===== config.mk =====
export PLATFORM = sky130hd
export DESIGN_NAME = fft_frame_loader
export DESIGN_NICKNAME = d
export VERILOG_FILES = /design/src/rtl/fft_frame_loader.sv
export SDC_FILE = /design/constraint.sdc
export NUM_CORES = 1
export LEC_CHECK = 0
export CAP_MARGIN = 10
export CORE_AREA = 5 5 325 327
export CTS_BUF_LIST = sky130_fd_sc_hd__clkbuf_8
export DETAILED_ROUTE_END_ITERATION = 10
export DIE_AREA = 0 0 330 332
export DONT_BUFFER_PORTS = 1
export RECOVER_POWER = 25
export SLEW_MARGIN = 20
export SYNTH_ARGS = -nofsm -noshare
export SYNTH_HDL_FRONTEND = slang
export SYNTH_SLANG_ARGS = --single-unit

===== constraint.sdc =====
create_clock -name clk -period 2.9 [get_ports clk]
set_input_delay 0.58 -clock clk [delete_from_list [all_inputs] [get_ports clk]]
set_output_delay 0.58 -clock clk [all_outputs]
set_load 0.02 [all_outputs]

===== src/rtl/fft_frame_loader.sv =====
// rtl/fft_frame_loader.sv - ping-pong frame collector feeding the fft load port
// Optional build macro: CHANNEL_MIX_EN (mono mix of left+right instead of left only).
module fft_frame_loader #(
  parameter int width = 16,
  parameter int N_2   = 5
) (
  input  logic             clk,
  input  logic             reset,
  input  logic             sample_valid,
  input  logic [23:0]      left,
  input  logic [23:0]      right,
  output logic             fft_load,
  output logic [width-1:0] fft_rd,
  output logic             fft_start,
  input  logic             fft_done,
  output logic             overrun
);

  localparam int N = 1 << N_2;
  localparam logic [N_2-1:0] LAST = N_2'(N - 1);

  typedef enum logic [1:0] {IDLE, LOAD, START, WAIT} state_t;

  state_t           state, state_next;
  logic [width-1:0] mem [2][N];
  logic             wr_bank, rd_bank, blocked, done_q;
  logic [N_2-1:0]   wr_ptr, rd_idx;
  logic [1:0]       full, full_next;
  logic [width-1:0] s;
  logic             accept, fill_done, free_now, other_empty;

`ifdef CHANNEL_MIX_EN
  logic [24:0] mix_sum;
  logic [23:0] mix_m;
  logic        unused_bits;
  // Sign-extended 25-bit sum cannot overflow; halving brings it back to 24 bits.
  assign mix_sum     = {left[23], left} + {right[23], right};
  assign mix_m       = mix_sum[24:1];
  assign s           = mix_m[23:24-width];
  assign unused_bits = ^{mix_sum[0], mix_m[23-width:0]};
`else
  logic unused_bits;
  // Left channel only; low bits are truncated without rounding.
  assign s           = left[23:24-width];
  assign unused_bits = ^{right, left[23-width:0]};
`endif

  assign accept    = sample_valid && !blocked;
  assign fill_done = accept && (wr_ptr == LAST);
  assign free_now  = (state == LOAD) && (rd_idx == LAST);
  // A bank released by the drain in this very cycle already counts as empty.
  assign other_empty = !full[~wr_bank] || (free_now && (rd_bank == ~wr_bank));

  // Bank occupancy: drain frees its bank, fill marks its bank; never the same bank.
  always_comb begin
    full_next = full;
    if (free_now)  full_next[rd_bank] = 1'b0;
    if (fill_done) full_next[wr_bank] = 1'b1;
  end

  // Sample storage, written only by the fill side.
  always_ff @(posedge clk) begin
    if (accept) mem[wr_bank][wr_ptr] <= s;
  end

  // Fill side: write pointer, bank toggle, blocking and sticky overrun.
  always_ff @(posedge clk or posedge reset) begin
    if (reset) begin
      wr_bank <= 1'b0;
      wr_ptr  <= '0;
      blocked <= 1'b0;
      overrun <= 1'b0;
      full    <= 2'b00;
    end else begin
      full <= full_next;
      if (accept) begin
        wr_ptr <= wr_ptr + N_2'(1);
        if (fill_done) begin
          if (other_empty) wr_bank <= ~wr_bank;
          else             blocked <= 1'b1;
        end
      end else if (blocked) begin
        if (sample_valid) overrun <= 1'b1;
        if (!full[~wr_bank]) begin
          blocked <= 1'b0;
          wr_bank <= ~wr_bank;
        end
      end
    end
  end

  // Drain side registers: state, read bank/index, previous fft_done level.
  always_ff @(posedge clk or posedge reset) begin
    if (reset) begin
      state   <= IDLE;
      rd_bank <= 1'b0;
      rd_idx  <= '0;
      done_q  <= 1'b0;
    end else begin
      state  <= state_next;
      done_q <= fft_done;
      if (state == IDLE && (|full)) begin
        rd_bank <= !full[0];
        rd_idx  <= '0;
      end else if (state == LOAD) begin
        rd_idx <= rd_idx + N_2'(1);
      end
    end
  end

  // Drain next-state and outputs; the load data is a same-cycle buffer read.
  always_comb begin
    state_next = state;
    fft_load   = 1'b0;
    fft_start  = 1'b0;
    fft_rd     = '0;
    case (state)
      IDLE: begin
        if (|full) state_next = LOAD;
      end
      LOAD: begin
        fft_load = 1'b1;
        fft_rd   = mem[rd_bank][rd_idx];
        if (rd_idx == LAST) state_next = START;
      end
      START: begin
        fft_start  = 1'b1;
        state_next = WAIT;
      end
      WAIT: begin
        if (fft_done && !done_q) state_next = IDLE;
      end
      default: state_next = IDLE;
    endcase
  end

endmodule

==> results.rst, run 1 <==
.. list-table::
   :header-rows: 1

   * - Metric
     - Value
   * - Run status
     - finished with violations
   * - Violations in the final reports
     - max-capacitance violations, max-slew violations, negative setup slack
   * - Synthesis-stage register bit count
     - 1,043
   * - Capture point of the worst reg-to-reg path
     - wr_bank
   * - Vias after detailed routing
     - 21,220
   * - Post-Syn Area per Cell
     - 20.45 sq um
   * - Boundary Pins
     - 71
   * - Cell-by-cell listing of the critical path
     - buf_12 > buf_12 > clkbuf_16 > mux4_2 > a211oi_2 > o21ai_4 > a22o_4 > buf_12
   * - Buffer depth of the longest clock path
     - 3
   * - Combinational group share of total power
     - 0.283
   * - Fraction of final layout cells sized beyond drive strength 1
     - 0.3415
   * - Dominant synthesized flop cell
     - edfxtp_1
   * - Initial standard-cell utilization of the core
     - 0.3955
   * - DRT iter0 DRCs
     - 2,008
   * - Clock power share
     - 0.286
   * - Portion of synthesized cell area occupied by the leading cell type
     - 0.7578
   * - Root buffer cell
     - clkbuf_8
   * - Number of antenna violations at the first check in global routing
     - 4
   * - Synthesis-to-layout area growth
     - 21.52%
   * - Final RePlAce weighted congestion
     - 0.8409
   * - H-tree lvl count
     - 4
   * - Smallest setup slack after layout
     - -0.9253 ns
   * - Hold-critical path endpoint
     - wr_bank
   * - Routed via count divided by cell count
     - 5.474
   * - Number of rows in the core area
     - 118
   * - Cell accounting for the most synthesized area
     - edfxtp_1
   * - Max IR drop VDD
     - 0.3957 mV
   * - Critical-path maximum fanout
     - 8
   * - Remaining Overflow, GRT
     - 0
   * - Power Internal
     - 28,630 uW
   * - Kind of cell adding the most delay to the critical path
     - compound AO/OA/AOI/OAI gates
   * - Critical path data required time
     - 2.32 ns
   * - Number of endpoints failing setup at the final stage
     - 20
   * - Slew headroom
     - -1.279
   * - RSZ-0062 raised after global routing
     - true
   * - Reg-to-reg setup timing slack
     - 0.31 ns
   * - Total cell area at the placement stage
     - 44,430 sq um
   * - Share of power burned in registers
     - 0.431
   * - Max Clock Skew
     - 0.03562 ns
   * - Buffers & Inverters on Critical Path
     - 4
   * - Area of combinational cells with multiple inputs
     - 9459 sq um
   * - Clock latency at the later pin of the worst-skew pair
     - 0.82 ns
   * - Synth area leaders
     - edfxtp_1, mux4_2, mux2i_1
   * - Die Area
     - 109,600 sq um
   * - Vias in the first global route
     - 21,860
   * - Clock-pin slew reported for the worst setup and hold paths after clock tree synthesis
     - 0.07 ns
   * - Clock tree from TritonCTS
     - built
   * - Count of fill cells added during filler insertion
     - 8,399
   * - Clock buffers created by TritonCTS
     - 167
   * - Number of nets still failing antenna checks after routing
     - 0
   * - Die Height
     - 332 microns
   * - Wire length of the first global-routing pass
     - 150,400 microns
   * - Actual transition at the worst max-transition pin
     - 3.418 ns
   * - Pin count of the biggest net entering global routing
     - 65
   * - Cell depth of the worst hold path
     - 2
   * - Final std cell area, no fill
     - 49,310 sq um
   * - Crit share post-route
     - 1.319
   * - Kind of end point of the critical path
     - primary output
   * - Leakage power figure
     - 0.01724 uW
   * - Crit start category
     - flip-flop
   * - Total negative setup slack
     - -14.19 ns
   * - DRC violation count after routing
     - 0
   * - Clock period minus final worst setup slack
     - 3.825 ns
   * - Cell area after technology mapping
     - 40,580 sq um
   * - Sw power
     - 11,700 uW
   * - Detailed Place HPWL
     - 59,750 microns
   * - Sinks on the clock net
     - 1,043
   * - Delay of the slowest cell on the worst path
     - 0.52 ns
   * - Die W
     - 330 microns
   * - Synth warn
     - 0
   * - Total Routing Usage GR
     - 0.1890
   * - Count leader, synth
     - edfxtp_1
   * - Number of I/O port buffers
     - 0
   * - Class of the most critical setup path
     - flip-flop to primary output
   * - Final Hold Viols
     - 0
   * - Worst Path Arrival
     - 3.25 ns
   * - Most frequent cells after synthesis
     - edfxtp_1, mux2i_1, mux4_2
   * - First-pass DRT Iterations
     - 8
   * - Max stage delay cell, worst path
     - mux4_2
   * - Power per Cell Area
     - 817.8 nW/um^2
   * - Sw Share
     - 0.2901
   * - Max-capacitance violation count
     - 16
   * - Net count, final
     - 2,428
   * - Synth Net Count
     - 2,047
   * - HP Start
     - sample_valid
   * - Worst r2r path cells
     - 9
   * - Cells after synthesis
     - 1,984
   * - Core area
     - 102,600 sq um
   * - Startpoint of the most critical register-to-register path
     - rd_idx[1]
   * - Distinct cell type count after synthesis
     - 49
   * - Number of synthesized flops with an enable pin
     - 1,024
   * - Async set-or-reset flop fraction in the synthesized netlist
     - 0.01822
   * - Min-delay worst type
     - input port to flip-flop
   * - Fmax
     - 0.2614 GHz
   * - WL per Instance
     - 26.99 microns
   * - Depth of the critical timing path with buffers and inverters included
     - 8
   * - Worst path most repeated cell
     - buf_12
   * - Final Routed Wirelength
     - 104,600 microns
   * - Final slew viol count
     - 1,040
   * - Share of the yosys chip area belonging to registers
     - 0.7695
   * - Sequential Area
     - 31,240 sq um
-- power by group through the flow --
stage,clock [uW],sequential (uW),combinational (uW)
finish,11500,17400,11400
global route,12500,17400,12000
CTS,11800,17300,11000
detailed placement,0,17700,9120
global placement,0,17600,9030
floorplan,0,17500,5740
-- how the worst max path moves through the flow --
stage / start / endpoint / slack [ns]
after CTS: rd_bank / fft_rd[3] / -1.0
after floorplan: state[1] / fft_rd[10] / 0.18
final: rd_bank / fft_rd[0] / -0.93
after global routing: rd_bank / fft_rd[10] / -1.00
after global placement: rd_bank / fft_rd[0] / -0.58
after detailed placement: rd_bank / fft_rd[0] / -0.54
-- worst register-to-register path, cell delays in order (launching register included) --
cell and delay [ns]:
dfrtp_4 0.51, buf_4 0.30, buf_4 0.22, ha_1 0.20, and3_1 0.16, ha_1 0.19
nand2_1 0.08, o21ai_1 0.21, nand3_1 0.12, mux4_2 0.47
-- stage by stage --
| stage | hold slack [ns] | cells | setup slack, ns | utilization | total power (uW) |
|---|---|---|---|---|---|
| after floorplan | 0.4770 | 1984 | 0.1753 | - | 23230 |
| after global placement | 0.5190 | 3512 | -0.5846 | 0.4330 | 26660 |
| after detailed placement | 0.5366 | 3512 | -0.5422 | 0.4330 | 26780 |
| after CTS | 0.005083 | 3864 | -0.9975 | 0.4798 | 40190 |
| after global routing | 0.05126 | 3876 | -1.002 | 0.4806 | 41880 |
| final | 0.09259 | 3877 | -0.9253 | 0.4806 | 40330 |
-- cell usage in the layout (no fill, tap or decap), types with 9 or more instances in the layout --
master,Yosys,layout
edfxtp_1,1024,1024
mux2i_1,223,206
buf_4,13,195
clkbuf_8,0,173
mux4_2,162,162
nor2_1,79,78
buf_12,3,70
inv_1,7,64
clkinv_1,1,33
o22ai_1,35,32
o21ai_1,31,26
nand2_1,25,25
clkinv_2,0,22
a21oi_2,0,21
buf_6,22,21
o221ai_1,29,20
a221oi_1,26,19
a211oi_2,0,19
o21ai_2,0,19
a21oi_1,51,18
buf_16,0,15
dfrtp_1,19,14
o21ai_0,31,13
a211oi_1,32,12
a21oi_4,0,12
mux2i_2,0,12
clkbuf_2,2,12
ha_1,11,11
o221ai_2,0,9
a22o_4,0,9
a221oi_2,2,9
-- sequential cells by signal, summed over array words and instances, names as in the netlist --
| signal | count |
|---|---|
| full | 2 |
| mem | 1024 |
| done_q | 1 |
| blocked | 1 |
| state | 2 |
| wr_bank | 1 |
| rd_idx | 5 |
| rd_bank | 1 |
| overrun | 1 |
| wr_ptr | 5 |
-- cells by family after synthesis --
family | share of synthesized area
XOR/XNOR | 0.001295
multiplexers | 0.1460
AO/OA/AOI/OAI | 0.04499
AND/OR/NAND/NOR | 0.01514
flip-flops | 0.7695
buffers and inverters | 0.01967
adder cells (fa/ha/maj) | 0.003392
-- what timing repair did --
item | CTS | global route
cloned | 7 | 3
endpoints found under the hold margin | 1045 | 0
hold buffers | 19 | 0
endpoints found under the setup margin | 16 | 16
pin swaps | 47 | 38
gates resized for setup | 171 | 70
buffers inserted | 31 | 16
-- final cells by class --
type | count | share of cell area
Inverter | 8 | 0.0006090
Antenna cell | 2 | 0.0001015
Clock inverter | 126 | 0.01332
Clock buffer | 173 | 0.04828
Multi-Input combinational cell | 814 | 0.1918
Tap cell | 1380 | 0.03501
Timing Repair Buffer | 331 | 0.07736
Sequential cell | 1043 | 0.6335
-- layer usage --
| metal | track usage | vias to the layer above | wire [microns] |
|---|---|---|---|
| met5 | 0 | - | 21 |
| met4 | 0.05191 | 4 | 2232 |
| met3 | 0.04464 | 151 | 7597 |
| met2 | 0.3093 | 766 | 51320 |
| met1 | 0.2557 | 11250 | 43450 |
| li1 | - | 9050 | - |
(Power assumes the default switching activity.)
==> inputs of run 2 (changes only) <==
--- a/config.mk
+++ b/config.mk
@@ -12,7 +12,6 @@
 export DIE_AREA = 0 0 330 332
 export DONT_BUFFER_PORTS = 1
 export RECOVER_POWER = 25
-export SLEW_MARGIN = 20
 export SYNTH_ARGS = -nofsm -noshare
 export SYNTH_HDL_FRONTEND = slang
 export SYNTH_SLANG_ARGS = --single-unit
==> results of run 2 <==
Same layout as run 1: the final DEF is identical, and so are final timing and power.
==> inputs of run 3 (changes only) <==
--- a/config.mk
+++ b/config.mk
@@ -11,6 +11,7 @@
 export DETAILED_ROUTE_END_ITERATION = 10
 export DIE_AREA = 0 0 330 332
 export DONT_BUFFER_PORTS = 1
+export GPL_TIMING_DRIVEN = 0
 export RECOVER_POWER = 25
 export SYNTH_ARGS = -nofsm -noshare
 export SYNTH_HDL_FRONTEND = slang
==> run 3 against run 2 <==
  * The flow still finishes with violations (max-capacitance violations, max-slew violations, negative setup slack)
  * Routed wire length is 8.5% higher
  * Critical path depth is 2 higher
  * Sequential power hardly changed
  * Clock power hardly changed
  * Count of clock-buffer cells in the layout is 4 lower
==> results.rst, run 3 (synthesis results as in run 1) <==
.. list-table::
   :header-rows: 1

   * - Metric
     - Value
   * - Max stage delay cell, worst path
     - dfrtp_1
   * - Total cell area at the placement stage
     - 43,350 sq um
   * - Leakage power figure
     - 0.01676 uW
   * - Crit share post-route
     - 1.302
   * - Wire length of the first global-routing pass
     - 158,800 microns
   * - Power per Cell Area
     - 827.8 nW/um^2
   * - Number of nets still failing antenna checks after routing
     - 0
   * - Most common library cell in the layout ignoring fill and taps
     - edfxtp_1
   * - Critical path data required time
     - 2.32 ns
   * - Worst Hold Slack
     - 0.07721 ns
   * - Hold-critical path endpoint
     - wr_bank
   * - Root buffer cell
     - clkbuf_8
   * - DRT iter0 DRCs
     - 2,515
   * - Kind of end point of the critical path
     - primary output
   * - Buffer depth of the longest clock path
     - 3
   * - Delay of the slowest cell on the worst path
     - 0.38 ns
   * - Max IR drop VDD
     - 0.4246 mV
   * - Crit start category
     - flip-flop
   * - Worst Path Arrival
     - 3.20 ns
   * - Cell count after placement
     - 3,419
   * - Final Routed Wirelength
     - 113,600 microns
   * - Clock period minus final worst setup slack
     - 3.775 ns
   * - Fraction of final layout cells sized beyond drive strength 1
     - 0.3605
   * - Max-capacitance violation count
     - 16
   * - Cell-by-cell listing of the critical path
     - buf_6 > buf_12 > buf_12 > buf_16 > buf_12 > mux2i_1 > a221oi_2 > o21ai_1 > a21oi_2 > a22o_4
   * - Worst path most repeated cell
     - buf_12
   * - Final slew viol count
     - 1,040
   * - Net count, final
     - 2,337
   * - Number of I/O port buffers
     - 0
   * - Fmax
     - 0.2649 GHz
   * - Die Area
     - 109,600 sq um
   * - Boundary Pins
     - 71
   * - Vias after detailed routing
     - 21,440
   * - First-pass DRT Iterations
     - 6
   * - RSZ-0062 raised after global routing
     - true
   * - Die W
     - 330 microns
   * - Run status
     - finished with violations
   * - Clock latency at the later pin of the worst-skew pair
     - 0.82 ns
   * - Core area
     - 102,600 sq um
   * - Routed via count divided by cell count
     - 5.651
   * - Pin count of the biggest net entering global routing
     - 65
   * - Number of antenna violations at the first check in global routing
     - 3
   * - Startpoint of the most critical register-to-register path
     - rd_idx[3]
   * - Count of fill cells added during filler insertion
     - 8,311
   * - Largest registers in the final layout
     - mem: 1024 flops, rd_idx: 5 flops, wr_ptr: 5 flops
   * - Most frequent cells in the layout
     - edfxtp_1, mux2i_1, clkbuf_8, mux4_2, inv_1
   * - H-tree lvl count
     - 4
   * - HP Start
     - sample_valid
   * - Violations in the final reports
     - max-capacitance violations, max-slew violations, negative setup slack
   * - Detailed Place HPWL
     - 71,750 microns
   * - Cell depth of the worst hold path
     - 2
   * - Critical-path maximum fanout
     - 10
   * - Actual transition at the worst max-transition pin
     - 3.239 ns
   * - Max Clock Skew
     - 0.03537 ns
   * - Initial standard-cell utilization of the core
     - 0.3955
   * - Slew headroom
     - -1.160
   * - Number of rows in the core area
     - 118
   * - Final RePlAce weighted congestion
     - 0.9714
   * - Synthesis-to-layout area growth
     - 21.43%
   * - Smallest setup slack after layout
     - -0.8753 ns
   * - Sinks on the clock net
     - 1,043
   * - Class of the most critical setup path
     - flip-flop to primary output
   * - Final Non-Filler Cells
     - 3,793
   * - Die Height
     - 332 microns
   * - Remaining Overflow, GRT
     - 0
   * - Clock tree from TritonCTS
     - built
   * - Reg with most FFs
     - mem
   * - Min-delay worst type
     - input port to flip-flop
   * - Clock-pin slew reported for the worst setup and hold paths after clock tree synthesis
     - 0.06 ns
   * - Vias in the first global route
     - 21,610
   * - Final std cell area, no fill
     - 49,270 sq um
   * - Total negative setup slack
     - -12.96 ns
   * - Capture point of the worst reg-to-reg path
     - wr_bank
   * - Place WS
     - -1.057 ns
   * - Total Routing Usage GR
     - 0.2043
   * - WL per Instance
     - 29.94 microns
   * - Final Hold Viols
     - 0
   * - Clock buffers created by TritonCTS
     - 168
   * - DRC violation count after routing
     - 0
   * - Largest register FFs
     - 1,024
   * - Worst r2r path cells
     - 8
   * - Reg-to-reg setup timing slack
     - 0.04 ns
   * - Number of endpoints failing setup at the final stage
     - 16
## run 3: power by group
part | leakage, uW | internal (uW) | switching (uW)
sequential | 0.00944 | 17100 | 175
clock | 0.00177 | 5810 | 5730
combinational | 0.00555 | 5170 | 6800
## run 3: worst max-delay path by stage
stage | startpoint | end | slack [ns] | cells past startpoint
global route | rd_bank | fft_rd[8] | -0.93 | 8
CTS | rd_bank | fft_rd[14] | -0.88 | 9
global placement | state[1] | fft_rd[5] | -1.25 | 6
finish | rd_bank | fft_rd[0] | -0.88 | 10
floorplan | state[1] | fft_rd[10] | 0.18 | 6
detailed placement | state[1] | fft_rd[14] | -1.06 | 7
## run 3: final cells by class
| class | instances | area, sq um | share of cell area |
|---|---|---|---|
| multi-input cells | 814 | 10360 | 0.2102 |
| clock buffers | 169 | 2326 | 0.04720 |
| diodes | 5 | 12.51 | 0.0002539 |
| inverters | 8 | 31.28 | 0.0006348 |
| plain buffers | 118 | 1335 | 0.02709 |
| flip-flops and latches | 1043 | 31230 | 0.6337 |
| clock inverters | 135 | 708.2 | 0.01437 |
| repair buffers | 121 | 1553 | 0.03151 |
| well taps | 1380 | 1727 | 0.03504 |
## run 3: through the flow
step / util / power, uW
floorplan: - / 23230
global placement: 0.4124 / 26150
detailed placement: 0.4225 / 26420
CTS: 0.4749 / 39990
global route: 0.4801 / 42110
finish: 0.4802 / 40790
## run 3: worst max-delay path: cells and delay by family, from the launching register on
family                 cells  cell delay, ns
buffers and inverters      5            0.75
flip-flops                 1            0.38
multiplexers               1            0.14
AO/OA/AOI/OAI              4            1.06
## run 3: layer usage
metal,vias up,routed length [microns],GRT usage
li1,8873,-,-
met1,11360,45650,0.2792
met2,994,53780,0.3197
met4,2,3748,0.07415
met3,204,10350,0.05181
met5,-,11,0
## run 3: what timing repair did
item | 4_1_cts | 5_1_grt
gates cloned | 2 | 2
resized for setup | 396 | 127
endpoints found under the hold margin | 1045 | 0
pin swaps | 48 | 27
setup buffers | 20 | 24
endpoints found under the setup margin | 270 | 246
hold buffers | 19 | 0
